### config.mk
export PLATFORM = sky130hd
export DESIGN_NAME = vga_frame_fetch_sched_flat
export DESIGN_NICKNAME = d
export VERILOG_FILES = /design/src/rtl/vga_frame_fetch_sched_if.sv /design/src/rtl/vga_frame_fetch_sched.sv /design/src/flat_wrapper.sv
export SDC_FILE = /design/constraint.sdc
export NUM_CORES = 1
export LEC_CHECK = 0
export BUFFER_PORTS_ARGS = -buffer_cell sky130_fd_sc_hd__buf_2
export CAP_MARGIN = 10
export CORE_MARGIN = 2
export CORE_UTILIZATION = 58
export DETAILED_ROUTE_END_ITERATION = 10
export PLACE_DENSITY = 0.81
export SETUP_SLACK_MARGIN = 0.15
export SYNTH_ARGS = -nofsm -noshare
export SYNTH_HDL_FRONTEND = slang
export SYNTH_SLANG_ARGS = --single-unit
### constraint.sdc
create_clock -name clk -period 3.08 [get_ports clk]
set_input_delay 0.924 -clock clk [delete_from_list [all_inputs] [get_ports clk]]
set_output_delay 0.924 -clock clk [all_outputs]
set_load 0.02 [all_outputs]
### src/rtl/vga_frame_fetch_sched_if.sv
// Burst read request channel between the frame fetch scheduler and the SDRAM read port.
interface vga_frame_fetch_sched_if #(
    parameter int unsigned ADDR_W = 24
);
    logic              rd_req;
    logic              rd_ack;
    logic [ADDR_W-1:0] rd_addr;
    logic [8:0]        rd_len;
    logic              rd_done;

    modport master (
        output rd_req,
        output rd_addr,
        output rd_len,
        input  rd_ack,
        input  rd_done
    );

    modport slave (
        input  rd_req,
        input  rd_addr,
        input  rd_len,
        output rd_ack,
        output rd_done
    );
endinterface

### src/rtl/vga_frame_fetch_sched.sv
// Fetches one frame of pixels per display frame as SDRAM bursts, restarting at every vsync.
// Optional underrun counter enabled by defining VGA_FETCH_UNDERRUN_CNT_EN.
module vga_frame_fetch_sched #(
    parameter int unsigned ADDR_W      = 24,
    parameter int unsigned FRAME_BASE  = 0,
    parameter int unsigned FRAME_WORDS = 307200,
    parameter int unsigned BURST_LEN   = 256,
    parameter int unsigned LVL_W       = 10,
    parameter int unsigned FILL_THRESH = 512
) (
    input  logic                    clk,
    input  logic                    rst,
    input  logic                    lcd_framesync,
    input  logic [LVL_W-1:0]        fifo_wrusedw,
    vga_frame_fetch_sched_if.master bus,
    output logic                    fifo_aclr,
    output logic                    frame_active
`ifdef VGA_FETCH_UNDERRUN_CNT_EN
    ,
    input  logic                    lcd_request,
    input  logic                    fifo_empty,
    output logic [15:0]             underrun_cnt
`endif
);

    localparam int unsigned LEN_W    = 9;
    localparam int unsigned WL_W_RAW = $clog2(FRAME_WORDS + 1);
    // Wide enough to hold both the frame size and a full burst length
    localparam int unsigned WL_W     = (WL_W_RAW > 10) ? WL_W_RAW : 10;

    typedef enum logic [2:0] {
        S_IDLE,
        S_FLUSH1,
        S_FLUSH2,
        S_CHECK,
        S_REQ,
        S_XFER
    } state_t;

    state_t            state, state_nxt;
    logic              framesync_d;
    logic              rd_req_q, rd_req_nxt;
    logic [ADDR_W-1:0] addr_q, addr_nxt;
    logic [LEN_W-1:0]  len_q, len_nxt;
    logic [WL_W-1:0]   wl_q, wl_nxt;
    logic              pend_q, pend_nxt;
    logic              active_q, active_nxt;
    logic              aclr_q, aclr_nxt;

    logic              vs_fall;
    logic              level_ok;
    logic [LEN_W-1:0]  len_sel;

    assign vs_fall  = framesync_d & ~lcd_framesync;
    assign level_ok = 32'(fifo_wrusedw) <= FILL_THRESH;
    assign len_sel  = (wl_q >= WL_W'(BURST_LEN)) ? LEN_W'(BURST_LEN) : LEN_W'(wl_q);

    // State and datapath registers
    always_ff @(posedge clk or posedge rst) begin
        if (rst) begin
            state       <= S_IDLE;
            framesync_d <= 1'b1;
            rd_req_q    <= 1'b0;
            addr_q      <= ADDR_W'(FRAME_BASE);
            len_q       <= '0;
            wl_q        <= '0;
            pend_q      <= 1'b0;
            active_q    <= 1'b0;
            aclr_q      <= 1'b0;
        end else begin
            state       <= state_nxt;
            framesync_d <= lcd_framesync;
            rd_req_q    <= rd_req_nxt;
            addr_q      <= addr_nxt;
            len_q       <= len_nxt;
            wl_q        <= wl_nxt;
            pend_q      <= pend_nxt;
            active_q    <= active_nxt;
            aclr_q      <= aclr_nxt;
        end
    end

    // Next-state and next-output logic; outputs are registered from the next state
    always_comb begin
        state_nxt  = state;
        rd_req_nxt = rd_req_q;
        addr_nxt   = addr_q;
        len_nxt    = len_q;
        wl_nxt     = wl_q;
        pend_nxt   = pend_q;
        active_nxt = active_q;

        case (state)
            S_IDLE: begin
                if (vs_fall) state_nxt = S_FLUSH1;
            end
            S_FLUSH1: begin
                addr_nxt  = ADDR_W'(FRAME_BASE);
                wl_nxt    = WL_W'(FRAME_WORDS);
                state_nxt = S_FLUSH2;
            end
            S_FLUSH2: begin
                active_nxt = 1'b1;
                state_nxt  = S_CHECK;
            end
            S_CHECK: begin
                if (vs_fall) begin
                    state_nxt = S_FLUSH1;
                end else if (wl_q == '0) begin
                    active_nxt = 1'b0;
                    state_nxt  = S_IDLE;
                end else if (level_ok) begin
                    len_nxt    = len_sel;
                    rd_req_nxt = 1'b1;
                    state_nxt  = S_REQ;
                end
            end
            S_REQ: begin
                // An ack in the same cycle as vsync wins; the restart is deferred to rd_done
                if (bus.rd_ack) begin
                    rd_req_nxt = 1'b0;
                    pend_nxt   = vs_fall;
                    state_nxt  = S_XFER;
                end else if (vs_fall) begin
                    rd_req_nxt = 1'b0;
                    state_nxt  = S_FLUSH1;
                end
            end
            S_XFER: begin
                if (bus.rd_done) begin
                    pend_nxt = 1'b0;
                    if (pend_q || vs_fall) begin
                        state_nxt = S_FLUSH1;
                    end else begin
                        addr_nxt  = addr_q + ADDR_W'(len_q);
                        wl_nxt    = wl_q - WL_W'(len_q);
                        state_nxt = S_CHECK;
                    end
                end else if (vs_fall) begin
                    pend_nxt = 1'b1;
                end
            end
            default: begin
                state_nxt = S_IDLE;
            end
        endcase

        aclr_nxt = (state_nxt == S_FLUSH1) || (state_nxt == S_FLUSH2);
    end

    assign bus.rd_req   = rd_req_q;
    assign bus.rd_addr  = addr_q;
    assign bus.rd_len   = len_q;
    assign fifo_aclr    = aclr_q;
    assign frame_active = active_q;

`ifdef VGA_FETCH_UNDERRUN_CNT_EN
    // Saturating count of pixel requests that found the FIFO empty
    always_ff @(posedge clk or posedge rst) begin
        if (rst) begin
            underrun_cnt <= '0;
        end else if (state == S_FLUSH1) begin
            underrun_cnt <= '0;
        end else if (lcd_request && fifo_empty && (underrun_cnt != 16'hFFFF)) begin
            underrun_cnt <= underrun_cnt + 16'd1;
        end
    end
`endif

endmodule

### src/flat_wrapper.sv
// flat-port wrapper written by rule: the top's interface ports become plain ports
module vga_frame_fetch_sched_flat 
#(
    parameter int unsigned ADDR_W      = 24,
    parameter int unsigned FRAME_BASE  = 0,
    parameter int unsigned FRAME_WORDS = 307200,
    parameter int unsigned BURST_LEN   = 256,
    parameter int unsigned LVL_W       = 10,
    parameter int unsigned FILL_THRESH = 512
)
  (clk, rst, lcd_framesync, fifo_wrusedw, fifo_aclr, frame_active, bus_rd_req, bus_rd_addr, bus_rd_len, bus_rd_ack, bus_rd_done);
  vga_frame_fetch_sched_if #(.ADDR_W(ADDR_W)) bus_i ();
  input  logic clk;
  input  logic rst;
  input  logic lcd_framesync;
  input  logic [LVL_W-1:0] fifo_wrusedw;
  output logic fifo_aclr;
  output logic frame_active;
  output wire logic [$bits(bus_i.rd_req)-1:0] bus_rd_req;
  output wire logic [$bits(bus_i.rd_addr)-1:0] bus_rd_addr;
  output wire logic [$bits(bus_i.rd_len)-1:0] bus_rd_len;
  input wire logic [$bits(bus_i.rd_ack)-1:0] bus_rd_ack;
  input wire logic [$bits(bus_i.rd_done)-1:0] bus_rd_done;
  assign bus_rd_req = bus_i.rd_req;
  assign bus_rd_addr = bus_i.rd_addr;
  assign bus_rd_len = bus_i.rd_len;
  assign bus_i.rd_ack = bus_rd_ack;
  assign bus_i.rd_done = bus_rd_done;
  vga_frame_fetch_sched #(.ADDR_W(ADDR_W), .FRAME_BASE(FRAME_BASE), .FRAME_WORDS(FRAME_WORDS), .BURST_LEN(BURST_LEN), .LVL_W(LVL_W), .FILL_THRESH(FILL_THRESH)) u_core (.clk(clk), .rst(rst), .lcd_framesync(lcd_framesync), .fifo_wrusedw(fifo_wrusedw), .bus(bus_i), .fifo_aclr(fifo_aclr), .frame_active(frame_active));
endmodule
==> results of run 1 <==
## through the flow
| step | cell area, sq um | hold WS (ns) |
|---|---|---|
| floorplan | 3620 | 0.477 |
| global placement | 3950 | 0.462 |
| detailed placement | 3950 | 0.471 |
| CTS | 4200 | 0.496 |
| global route | 4200 | 0.516 |
| finish | 4200 | 0.492 |
## cell usage after synthesis, drive strengths merged, types with 7 or more instances
library cell | instances | area [sq um]
nor3 | 8 | 50.1
buf | 7 | 45.0
inv | 16 | 60.1
xnor2 | 13 | 114
o31ai | 7 | 52.6
nand2b | 10 | 62.6
dfrtp | 59 | 1480
a21oi | 14 | 70.1
xor2 | 13 | 114
ha | 18 | 225
nand2 | 46 | 175
nand4 | 13 | 93.8
nor2 | 33 | 131
o21ai | 38 | 194
nand3 | 11 | 55.1
a211oi | 14 | 115
## power by group
part | internal [mW] | total (mW) | switching [mW]
Clock | 0.543 | 0.886 | 0.343
Sequential | 0.866 | 0.963 | 0.0964
Combinational | 0.256 | 0.750 | 0.494
Total | 1.67 | 2.60 | 0.933
## sequential cells by signal, indices dropped and copies added, names as in the netlist
name,count
u_core.fifo_aclr,1
u_core.wl_q,19
u_core.framesync_d,1
u_core.bus.rd_len,9
u_core.frame_active,1
u_core.state,3
u_core.pend_q,1
u_core.bus.rd_req,1
u_core.bus.rd_addr,24
## worst paths after layout
check | cells after the start | to | from
max in group asynchronous | 3 | u_core.framesync_d$_DFF_PP1_ | rst
worst min register to register | 2 | u_core.bus.rd_req$_DFFE_PP0P_ | u_core.bus.rd_req$_DFFE_PP0P_
worst min-delay path | 2 | u_core.bus.rd_req$_DFFE_PP0P_ | u_core.bus.rd_req$_DFFE_PP0P_
worst max register to register | 10 | u_core.wl_q[18]$_DFFE_PP0P_ | u_core.wl_q[0]$_DFFE_PP0P_
worst max-delay path | 10 | u_core.wl_q[18]$_DFFE_PP0P_ | u_core.wl_q[0]$_DFFE_PP0P_
min in group asynchronous | 2 | u_core.bus.rd_addr[11]$_DFFE_PP0P_ | rst
## cells by family after synthesis
group	count (synthesis)	synth area share, %
compound gates	99	18.4
xor+xnor	26	6.29
flops	60	41.5
mux	3	0.830
buf+inv	28	3.46
fa+ha+maj	20	7.33
simple gates	155	22.2
## final cells by class
class / instances / area share [%]
clock inverter: 7 / 2.95
clock buffer: 9 / 2.95
inverter: 16 / 1.43
timing repair buffer: 55 / 7.16
sequential: 60 / 35.8
tap: 75 / 2.24
multi-input combinational: 303 / 47.5
## critical path, delay by kind of cell, from the launching register on
family	cells	cell delay, ns
AO/OA/AOI/OAI	3	0.63
adder cells (fa/ha/maj)	2	0.59
buffers and inverters	2	0.13
flip-flops	1	0.39
multiplexers	1	0.24
AND/OR/NAND/NOR	2	0.53
## layer usage
metal	global-route usage, %	wire [um]	vias up
li1	-	-	1513
met3	4.08	265	10
met4	9.69	107	0
met5	0	0	-
met1	33.3	3860	1524
met2	41.6	4060	61
==> impl_metrics.json, run 1 <==
{
  "diodes": 0,
  "die_h_um": 83,
  "design.die.area_sq_um": 6890,
  "cp_data_arrival_time_ns": 2.84,
  "drt_pass1_iterations": 5,
  "viasPerCell": 5.92,
  "io_pins": 51,
  "wirelength_mm": 8.29,
  "hold_path_class": "flop to flop",
  "gp_congestion": 0.889,
  "dp_cells": 509,
  "ys_seq_area_share_pct": 41.5,
  "antenna_found_initial": 0,
  "cp_slowest_cell": "fa_1",
  "layout_setup_ws_ns": 0.486,
  "cp-start-kind": "flop",
  "leakage_nw": 1.93,
  "syn_to_final_growth_pct": 15.9,
  "final.setup.tns_ns": 0,
  "core_sq_um": 5990,
  "grt_overflow": 0,
  "stdcell_count": 525,
  "fin_crit_sh_pct": 84.2,
  "initialDrtViolationCount": 166,
  "cts_resized": 0,
  "synthCells": 391,
  "synth-async-reset-ratio_pct": 100,
  "cellPowerDensity_nw_per_um2": 619,
  "worstPathCellList": "inv_1 > ha_1 > inv_1 > fa_1 > a211oi_2 > o21ai_1 > a211oi_2 > nor3b_1 > nor4b_1 > mux2i_1",
  "fp.dieW_um": 83,
  "avgRoutedWirePerCell_um": 15.8,
  "rsz0062_at_grt": "no",
  "r2r_slack_ns": 0.49,
  "slew_viol_final": 0,
  "end_kind": "flop",
  "cap_violations": 0,
  "root_buffer": "clkbuf_8",
  "cp_slowest_stage_delay_ns": 0.42,
  "final_cell_mix": "dfrtp_1 (59), buf_2 (50), nand2_1 (45)",
  "fillCellCount": 473,
  "finalClockSkew_ns": 0.0156,
  "crit_type": "flop to flop",
  "cp_max_fo": 6,
  "ys_ff_latch": 60,
  "hold_violations": 0,
  "grt_max_degree": 35,
  "fmax_ghz": 0.385,
  "cts.sink_count": 60,
  "synth-main-ff-cell": "dfrtp_1",
  "final_util_pct": 70.1,
  "tightest_slew_ns": 0.671,
  "grt_pass1_vias": 3010,
  "final_common_cell": "dfrtp_1",
  "clk_pin_slew_ns": 0.08,
  "grt_use_total_pct": 25.2,
  "status": "completed",
  "relSlewSlack_pct": 55.2,
  "finalSetupViolCount": 0,
  "dp_slack_ns": 0.498,
  "rows": 28,
  "hold_buffers": 0,
  "post_cts_buffers": 0,
  "h-tree-depth": 3,
  "ys_types": 57,
  "worstSkewPairLatency_ns": 0.34,
  "num_vias": 3108,
  "hpwlAfterDp_mm": 6.01,
  "cts_buffers": 9,
  "drc": 0,
  "worst_ir_drop_vdd_mv": 0.608,
  "nets": 480,
  "power_mw": 2.60,
  "syn-num-nets": 426,
  "synth_area_sq_um": 3620,
  "synth_edf_count": 0,
  "drive_above_1_share_pct": 19.8,
  "grt_pass1_wl_mm": 14.2,
  "io_buffers": 50,
  "period_minus_slack_ns": 2.59,
  "ant_nets": 0,
  "cts_max_path_buffers": 2,
  "avgSynthCellArea_sq_um": 9.26,
  "cts_tree": "done",
  "initial_utilization_pct": 60.4,
  "multi_input_area_sq_um": 1990,
  "yosysWarnings": 0,
  "seq_area_sq_um": 1500,
  "required_ns": 3.33
}
Note: power is estimated with default switching activity, not from simulation.
==> run 2, diff against run 1 <==
clock period = 2.4 ns   (was 3.08 ns; I/O delays follow)
==> impl_metrics.json, run 2 (same netlist as run 1, synthesis figures left out) <==
{
  "status": "finished, violations left",
  "failed_checks": "setup timing",
  "end_kind": "flop",
  "fp.dieW_um": 83,
  "final.setup.tns_ns": -0.101,
  "required_ns": 2.63,
  "p_int_mw": 2.02,
  "grt_overflow": 0,
  "design.die.area_sq_um": 6890,
  "rows": 28,
  "finalClockSkew_ns": 0.00953,
  "diodes": 0,
  "r2r-start": "u_core.wl_q[0]$_DFFE_PP0P_",
  "io_buffers": 50,
  "drc": 0,
  "grt_pass1_wl_mm": 14.5,
  "r2r_slack_ns": -0.03,
  "worstPathCellList": "inv_2 > ha_4 > inv_2 > fa_2 > a211oi_4 > o21ai_2 > a211oi_4 > nor3b_4 > o31a_1 > o21a_1",
  "finalSetupViolCount": 4,
  "rsz0062_at_grt": "yes",
  "path_depth": 10,
  "cp_max_fo": 6,
  "switchingPower_mw": 1.22,
  "initial_utilization_pct": 60.4,
  "relSlewSlack_pct": 68.6,
  "drive_above_1_share_pct": 30.8,
  "hold_path_class": "input pin to async pin",
  "fillCellCount": 428,
  "tightest_slew_ns": 0.467,
  "power_frac_seq_pct": 38.2,
  "highest_layer": "met4",
  "cts_tree": "done",
  "die_h_um": 83,
  "crit_family": "compound AO/OA/AOI/OAI gates",
  "final_util_pct": 74.8,
  "cp-start-kind": "flop",
  "cts.sink_count": 60,
  "layout_setup_ws_ns": -0.0349,
  "place_area_sq_um": 4050,
  "nets": 504,
  "final_common_cell": "dfrtp_1",
  "worstSkewPairLatency_ns": 0.34,
  "syn_to_final_growth_pct": 23.7,
  "fmax_ghz": 0.411,
  "num_vias": 3275,
  "final_cell_mix": "dfrtp_1 (56), buf_2 (50), nand2_1 (44)",
  "cellPowerDensity_nw_per_um2": 724,
  "cp_data_arrival_time_ns": 2.66,
  "grt_max_degree": 36,
  "gp_congestion": 0.870,
  "ant_nets": 0,
  "initialDrtViolationCount": 189,
  "clk_pin_slew_ns": 0.07,
  "cts_max_path_buffers": 2,
  "cap_violations": 0,
  "crit_type": "flop to flop",
  "period_minus_slack_ns": 2.43,
  "worst-path-buf-inv": 2,
  "core_sq_um": 5990,
  "wl_met1_mm": 3.82,
  "h-tree-depth": 3,
  "hpwlAfterDp_mm": 6.09,
  "worst_ir_drop_vdd_mv": 0.610,
  "leakage_nw": 2.02,
  "largest_register_ffs": 24,
  "fin_crit_sh_pct": 101,
  "viasPerCell": 5.97,
  "p_clk_share_pct": 27.9,
  "slew_viol_final": 0,
  "hold_violations": 0,
  "antenna_found_initial": 0,
  "swShare_pct": 37.8,
  "avgRoutedWirePerCell_um": 16.1,
  "p_comb_share_pct": 33.9,
  "r2r-end": "u_core.wl_q[10]$_DFFE_PP0P_",
  "hold_buffers": 0,
  "r2r_cells": 10,
  "wirelength_mm": 8.85,
  "grt_pass1_vias": 3113,
  "wl_met3_um": 447,
  "cts_buffers": 9,
  "root_buffer": "clkbuf_8",
  "io_pins": 51,
  "drt_pass1_iterations": 4,
  "grt_use_total_pct": 25.7,
  "cp_slowest_stage_delay_ns": 0.40,
  "wl_met2_mm": 4.40,
  "cp_slowest_cell": "dfrtp_1",
  "fin_area_sq_um": 4480
}
==> run 2: changes by cell type in the layout (fill, tap and decap cells not counted), moves of 3 or more <==
cell / before / now
ha_1: 18 / 11
buf_4: 4 / 28
inv_1: 15 / 12
o21ai_2: 1 / 4
dfrtp_2: 0 / 3
a211oi_1: 12 / 6
ha_2: 0 / 5
dfrtp_1: 59 / 56
a211oi_2: 2 / 6
o21ai_0: 36 / 31
==> run 2: stage by stage <==
step | worst slack, ns | power, mW | hold WS, ns | cells
floorplan | 0.111 | 1.97 | 0.477 | 391
global placement | 0.0391 | 2.22 | 0.459 | 521
detailed placement | -0.0459 | 2.26 | 0.467 | 521
CTS | -0.0224 | 3.18 | 0.458 | 542
global route | -0.130 | 3.43 | 0.474 | 549
finish | -0.0349 | 3.24 | 0.449 | 549
==> run 2: what timing repair did <==
item	CTS	global route
hold endpoints to repair	0	0
setup endpoints to repair	14	26
buffers inserted	5	7
gates resized for setup	14	25
pin swaps	7	18
==> run 2: how the worst max path moves through the flow <==
stage / from / to
2_1_floorplan: u_core.bus.rd_len[0]$_DFFE_PP0P_ / u_core.wl_q[10]$_DFFE_PP0P_
3_3_place_gp: u_core.wl_q[0]$_DFFE_PP0P_ / u_core.wl_q[10]$_DFFE_PP0P_
3_5_place_dp: u_core.wl_q[0]$_DFFE_PP0P_ / u_core.wl_q[10]$_DFFE_PP0P_
4_1_cts: u_core.wl_q[0]$_DFFE_PP0P_ / u_core.wl_q[10]$_DFFE_PP0P_
5_1_grt: u_core.wl_q[0]$_DFFE_PP0P_ / u_core.wl_q[18]$_DFFE_PP0P_
6_report: u_core.wl_q[0]$_DFFE_PP0P_ / u_core.wl_q[10]$_DFFE_PP0P_
==> run 2: layout make-up <==
type	count	area, sq um	area share, %
Clock buffer	10	128	2.85
Timing Repair Buffer	79	472	10.5
Sequential cell	60	1510	33.6
Inverter	16	63.8	1.42
Tap cell	75	93.8	2.09
Multi-Input combinational cell	303	2150	48.0
Clock inverter	6	65.1	1.45
==> run 2: power by group through the flow <==
| stage | logic, mW | registers, mW | clock network [mW] |
|---|---|---|---|
| after floorplan | 0.729 | 1.24 | 0 |
| after global placement | 0.981 | 1.24 | 0 |
| after detailed placement | 1.01 | 1.25 | 0 |
| after CTS | 1.04 | 1.23 | 0.913 |
| after global routing | 1.20 | 1.25 | 0.970 |
| final | 1.10 | 1.24 | 0.905 |
==> run 2: tightest hold or removal path, delay by kind of cell <==
kind | cells | cell delay, ns
buffers and inverters | 3 | 0.47
==> run 2: routing by layer <==
metal,vias up,GRT usage (%)
li1,1561,-
met1,1603,35.1
met2,95,41.9
met3,16,4.08
met4,0,8.94
met5,-,0
